### config.mk
export PLATFORM = sky130hd
export DESIGN_NAME = rat_sprite_ctrl
export DESIGN_NICKNAME = d
export VERILOG_FILES = /design/src/rtl/rat_sprite_ctrl.sv
export SDC_FILE = /design/constraint.sdc
export NUM_CORES = 1
export LEC_CHECK = 0
export BUFFER_PORTS_ARGS = -buffer_cell sky130_fd_sc_hd__buf_2
export CORE_UTILIZATION = 46
export CTS_CLUSTER_SIZE = 12
export DETAILED_ROUTE_END_ITERATION = 8
export PLACE_DENSITY_LB_ADDON = 0.12
export SLEW_MARGIN = 25
export SYNTH_ARGS = -nofsm -noshare
export SYNTH_HDL_FRONTEND = slang
export SYNTH_SLANG_ARGS = --single-unit
### constraint.sdc
create_clock -name clk -period 2.3 [get_ports clk]
set_input_delay 0.23 -clock clk [delete_from_list [all_inputs] [get_ports clk]]
set_output_delay 0.23 -clock clk [all_outputs]
set_load 0.03 [all_outputs]
### src/rtl/rat_sprite_ctrl.sv
// Rat sprite RAM sequencer: pixel-aligned reads from the VGA counters plus a
// four-phase host write port that only uses RAM cycles the read path leaves idle.
module rat_sprite_ctrl #(
    parameter int                    SPRITE_W   = 32,
    parameter int                    ADDR_WIDTH = 10,
    parameter int                    DATA_WIDTH = 4,
    parameter int                    V_ACTIVE   = 480,
    parameter logic [DATA_WIDTH-1:0] KEY_COLOR  = '0
) (
    input  logic                  clk,
    input  logic                  reset,
    input  logic [10:0]           x,
    input  logic [10:0]           y,
    input  logic                  video_on,
    input  logic [10:0]           rat_x,
    input  logic [10:0]           rat_y,
    output logic [ADDR_WIDTH-1:0] ram_addr_r,
    input  logic [DATA_WIDTH-1:0] ram_dout,
    output logic                  ram_we,
    output logic [ADDR_WIDTH-1:0] ram_addr_w,
    output logic [DATA_WIDTH-1:0] ram_din,
    input  logic                  wr_req,
    input  logic [ADDR_WIDTH-1:0] wr_addr,
    input  logic [DATA_WIDTH-1:0] wr_data,
    output logic                  wr_ack,
    output logic                  rat_on,
    output logic [DATA_WIDTH-1:0] rat_rgb,
    output logic [1:0]            wr_state_dbg
);
    localparam int SW = $clog2(SPRITE_W);

    // Handshake: wr_req rises with wr_addr/wr_data stable; they are captured on
    // acceptance. wr_ack rises after the RAM write and stays high until wr_req
    // falls; wr_ack falls the cycle after. A new request needs wr_ack low first.
    typedef enum logic [1:0] {
        W_IDLE = 2'd0,
        W_PEND = 2'd1,
        W_ACK  = 2'd2
    } wr_state_t;

    wr_state_t             state, state_nx;
    logic [10:0]           ox, oy;
    logic [10:0]           dx, dy;
    logic                  in_box;
    logic                  read_slot;
    logic                  hit_d;
    logic [ADDR_WIDTH-1:0] hold_addr;
    logic [DATA_WIDTH-1:0] hold_data;

    // Negative offsets wrap to large unsigned values and fail the compare.
    assign dx        = x - ox;
    assign dy        = y - oy;
    assign in_box    = (dx < 11'(SPRITE_W)) && (dy < 11'(SPRITE_W));
    assign read_slot = in_box & video_on;
    assign ram_addr_r = {dy[SW-1:0], dx[SW-1:0]};

    // Origin only moves during vertical blank so a frame never tears.
    always_ff @(posedge clk or posedge reset) begin
        if (reset) begin
            ox <= '0;
            oy <= '0;
        end else if (x == 11'd0 && y == 11'(V_ACTIVE)) begin
            ox <= rat_x;
            oy <= rat_y;
        end
    end

    always_ff @(posedge clk or posedge reset) begin
        if (reset) begin
            hit_d <= 1'b0;
        end else begin
            hit_d <= read_slot;
        end
    end

    assign rat_on  = hit_d && (ram_dout != KEY_COLOR);
    assign rat_rgb = rat_on ? ram_dout : '0;

    always_ff @(posedge clk or posedge reset) begin
        if (reset) begin
            state     <= W_IDLE;
            hold_addr <= '0;
            hold_data <= '0;
        end else begin
            state <= state_nx;
            if (state == W_IDLE && wr_req) begin
                hold_addr <= wr_addr;
                hold_data <= wr_data;
            end
        end
    end

    always_comb begin
        state_nx = state;
        ram_we   = 1'b0;
        wr_ack   = 1'b0;
        case (state)
            W_IDLE: begin
                if (wr_req) state_nx = W_PEND;
            end
            W_PEND: begin
                if (!read_slot) begin
                    ram_we   = 1'b1;
                    state_nx = W_ACK;
                end
            end
            W_ACK: begin
                wr_ack = 1'b1;
                if (!wr_req) state_nx = W_IDLE;
            end
            default: state_nx = W_IDLE;
        endcase
    end

    assign ram_addr_w   = hold_addr;
    assign ram_din      = hold_data;
    assign wr_state_dbg = state;

endmodule

# Yosys cells after proc, flatten, opt, wreduce, memory -nomap -nowiden
# Index checks and enable logic that the tools add are counted.
# totals
regBits	39
output_inout_bits	33
word_cells	33
# op_classes
addsub	2
n_lt_le_gt_ge	2
n_eq_ne	6
n_mux	8
bitwise	1
n_reduce_logical	8
# op_table
cell	n
11-bit by 6-bit < comparator with 1-bit output, second input constant	2
11-bit subtractor	2
11-bit by 9-bit == test with 1-bit output, second input constant	1
11-bit zero test	1
2-bit 2-to-1 mux	3
2-bit inequality test, second input constant	3
2-bit case mux with 3 select lines	1
1-bit logical AND	4
4-bit 2-to-1 mux	1
4-bit nonzero test	1
1-bit 2-to-1 mux	3
3-bit AND reduction	1
2-bit by 1-bit == test with 1-bit output, second input constant	1
2-bit == test, second input constant	1
2-bit zero test	1
1-bit AND	1

# Logic depth before layout (Yosys ltp)
# logic_depth
depth_word	6
depth_mapped	11

# Worst setup path after synthesis
# Ideal clock, no wire load.
# synth_path
path_type	reg-to-output
from	reg oy[0]
to	out ram_we
arrival_ns	2.379
path_slack_ns	-0.309
stages_incl_launch_ff	11
n_path_buf	0
cell_sequence	dfrtp_1 ha_1 fa_1 nand2b_1 a21oi_2 o221a_2 o21bai_1 nor4_1 and4_1 o2111a_2 nor2_1
# synth_between
elab_chain_len	6
# synth_rtl
item	line_no	text
start, declared	42	logic [10:0] ox, oy;
start signal, assigned	64	oy <= rat_y;
11-bit subtractor	52	assign dy = y - oy;
11-bit by 6-bit < comparator with 1-bit output	53	assign in_box = (dx < 11'(SPRITE_W)) && (dy < 11'(SPRITE_W));
1-bit logical AND	53	
1-bit AND	54	assign read_slot = in_box & video_on;
named net read_slot	45	logic read_slot;
1-bit 2-to-1 mux	102	if (!read_slot) begin
1-bit 2-to-1 mux	97	case (state)
end, declared	19	output logic ram_we,
# The timed path passes the listed nets, and every way through them passes these cells.

# Worst setup path after layout
# layout_path
from	reg ox[0]
to	out ram_we
# layout_between
elab_chain_len	6
# layout_rtl
item	line_no	text
start, declared	42	
start signal, assigned	63	ox <= rat_x;
11-bit subtractor	51	assign dx = x - ox;
11-bit by 6-bit < comparator with 1-bit output	53	
1-bit logical AND	53	
1-bit AND	54	
named net read_slot	45	
1-bit 2-to-1 mux	102	
1-bit 2-to-1 mux	97	
# The timed path passes the listed nets, and every way through them passes these cells.

==> results.md <==
- Via count: between 2,000 and 3,000
- Rows: 28
- Crit-path max FO: 2
- Post-synth ARST share: 100%
- Int Pwr: about 1.5 mW
- Total grt overflow: 0
- Finished Layout Cells: 555
- Gate power share: between 40% and 50%
- Filler cell count: 477
- GPL Wtd Cong: 0.869
- Cells after Synth: 304
- Vias in the first global route: 2,669
- Lkg Pwr: 2.16 nW
- Remaining DRCs: 0
- Cell with the most instances after synthesis: dfrtp_1
- Synth Register Bits: 39
- Pin count of the biggest net entering global routing: 41
- Via density: slightly above 5
- Hold WC Path Type: in -> async
- Status: finished, violations left
- Post-detail-place hpwl: between 6000 and 7000 µm
- Global-route wire length before repair: between 10,000 and 15,000 µm
- RSZ-0062 raised after global routing: yes
- Crit-path slowest cell: dfrtp_1
- Syn Std Cell Area: 0.00281 mm²
- Syn Nets: 392
- Top-area cell type share of the netlist area: between 30% and 40%
- IO Count: 99
- Clock Latency Late Sink: 0.30 ns
- DR iter-0 viols: 121
- CP max stage delay: 0.39 ns
- WP data required: 2.07 ns
- CP Cell Sequence: ha_2 > fa_2 > nor2b_1 > o21a_1 > o21ai_1 > a21boi_1 > mux2i_1 > and4_1 > o2111a_2 > nor2_4 > buf_6
- Max-cap check violation count: 0
- Top_reg_cell synth: dfrtp_1
- CP arrival: about 2.7 ns
- Clock root cell: clkbuf_8
- Die area: 0.00643 mm²
- Ant diodes: 0
- Detailed-router iteration count before antenna repair: 5
- Critical setup path kind: reg -> out
- TritonCTS Buffers: 5
- Final period util: 126%
- Worst r2r path cells: 13
- Area leader, netlist: dfrtp_1
- Syn_area_per_cell: 9.25 µm²
- Final WL: 7780 µm
- Area Growth Syn to Fin: 50.6%
- Clock buffer depth: 2
- YS warnings: 0
- Worst Tran Pin Value: about 0.48 ns
- Setup crit start kind: flip-flop
- CTS tree: done
- Max transition margin: approximately two thirds
- Final Max Tran Viols: 0
- Clock share of power: 19.0%
- Initial antenna violation count: 0
- Post-route setup slack: -0.588 ns
- Register area share after synthesis: 34.7%
- Setup Slack @ Placement: -0.409 ns
- Switching part of the total: between 30 and 40%
- Clock Pin Slew Worst Setup and Hold Paths: approximately 0.080 ns
- Maximum VDD drop: 0.669 mV
- Final hold violation count: 0
- Commonest cells post-synth: dfrtp_1, nand2_1, o21ai_0
- Largest cells by area after synthesis: dfrtp_1, ha_1, mux2_2, o21ai_0, nand2_1
- IO buf count: slightly below 100
- H-tree levels: 2
- Detail Route Antenna Nets: 0
- Fmax: 346 MHz
- Die width: 80.2 µm
- All-Layer GR Usage: 24.3%
- Placed cells: 538
- Kind of end point of the critical path: primary output
- Clk_skew: 0.00715 ns
- DIE HEIGHT: 80.2 µm
- Final Critical Period: 2.89 ns
- Sequential power share: 37.3%
- Violated checks: negative setup slack
- Clock Sinks: 39
- EDFF count, synth: 0
- Net switching power: 0.947 mW
- Post-synthesis cell type count: slightly above 60
- Final setup fails: 4
- Final nets: around 570
- Starting Density: between 40 and 50%
- Layout cell share with drive strength beyond 1: 50.4%
- DR WL/cell: 14.0 µm
- Core area: 0.00592 mm²
- PwrDens: 569 mW/mm²
worst paths after layout:
path / startpoint / end / slack (ns)
worst max-delay path: ox[0] / ram_we / -0.59
worst min-delay path: reset / ram_addr_w[8] / 0.03
worst max register to register: oy[3] / wr_state_dbg[0] / -0.26
worst min register to register: ram_addr_w[3] / ram_addr_w[3] / 0.50
max in group asynchronous: reset / ram_din[1] / 1.93
min in group clk: rat_y[9] / oy[9] / 0.13
final cells by class:
class                           instances  area [µm²]  area share (%)
Multi-Input combinational cell        227        1850            43.7
Inverter                               28         105            2.48
Tap cell                               75        93.8            2.22
Sequential cell                        39         976            23.0
Clock inverter                          3        20.0           0.473
Timing Repair Buffer                  178        1120            26.4
Clock buffer                            5        68.8            1.62
sequential cells by signal, summed over array words and instances, names as in the netlist:
register and cells:
ram_din 4, hit_d 1, ox 11, ram_addr_w 10, wr_state_dbg 2, oy 11
per-layer routing:
| metal | global-route usage (%) | routed length, µm | vias up |
|---|---|---|---|
| met5 | 0 | 0 | - |
| met4 | 6.43 | 74 | 0 |
| met3 | 3.52 | 319 | 6 |
| met2 | 39.8 | 3790 | 77 |
| met1 | 33.5 | 3590 | 1346 |
| li1 | - | - | 1433 |
placed cells by master (no fill, tap or decap), types with 3 or more instances in the layout:
master,n
buf_2,96
buf_4,78
dfrtp_1,39
nand2_1,30
inv_1,27
o21ai_0,27
mux2_2,18
ha_1,14
a21oi_1,12
xnor2_1,10
nor2_1,9
nand2b_1,8
a21o_1,5
clkbuf_8,5
nor4_1,4
nand4_1,4
o21a_1,4
and2_1,4
o211ai_1,4
ha_4,4
nand3_1,3
a21oi_2,3
o21ai_1,3
buf_6,3
through the flow:
stage	area, µm²	total power, mW	hold WS (ns)	util, %	TNS, ns
after global placement	3930	1.91	0.369	66.3	-0.665
final	4240	2.41	0.0320	71.5	-1.25
after global routing	4240	2.54	0.0897	71.5	-1.73
after floorplan	2840	1.58	0.347	-	-0.124
after CTS	4060	2.41	0.0502	68.5	-1.14
after detailed placement	3930	1.94	0.374	66.3	-0.743
critical path: cells and delay by family (launching register included):
| family | cells | cell delay, ns |
|---|---|---|
| fa+ha+maj | 2 | 0.55 |
| flops | 1 | 0.39 |
| buf+inv | 1 | 0.14 |
| compound gates | 4 | 0.63 |
| simple gates | 3 | 0.40 |
| mux | 1 | 0.27 |
repair_timing:
action                                  CTS  global route
buffers inserted                          3             6
hold buffers                              0             0
pin swaps                                 3            16
endpoints found under the setup margin    4             5
resized for setup                         5            29
power by group through the flow:
stage | clock network (mW) | registers (mW) | logic [mW]
2_1_floorplan | 0 | 1.20 | 0.383
3_3_place_gp | 0 | 0.907 | 1.01
3_5_place_dp | 0 | 0.916 | 1.02
4_1_cts | 0.470 | 0.902 | 1.04
5_1_grt | 0.499 | 0.921 | 1.12
6_report | 0.458 | 0.900 | 1.05
cells by family (layout without fill, tap and decap cells):
kind of cell | count (synthesis) | after routing | synth area share (%)
muxes | 19 | 19 | 7.57
AOI/OAI and AO/OA | 84 | 84 | 20.1
adders and majority gates | 22 | 22 | 10.3
and+or+nand+nor | 91 | 91 | 18.1
buffers and inverters | 38 | 214 | 5.74
DFF | 39 | 39 | 34.7
xor gates and xnor gates | 11 | 11 | 3.43
No activity file was read; power rests on OpenSTA's default activity.
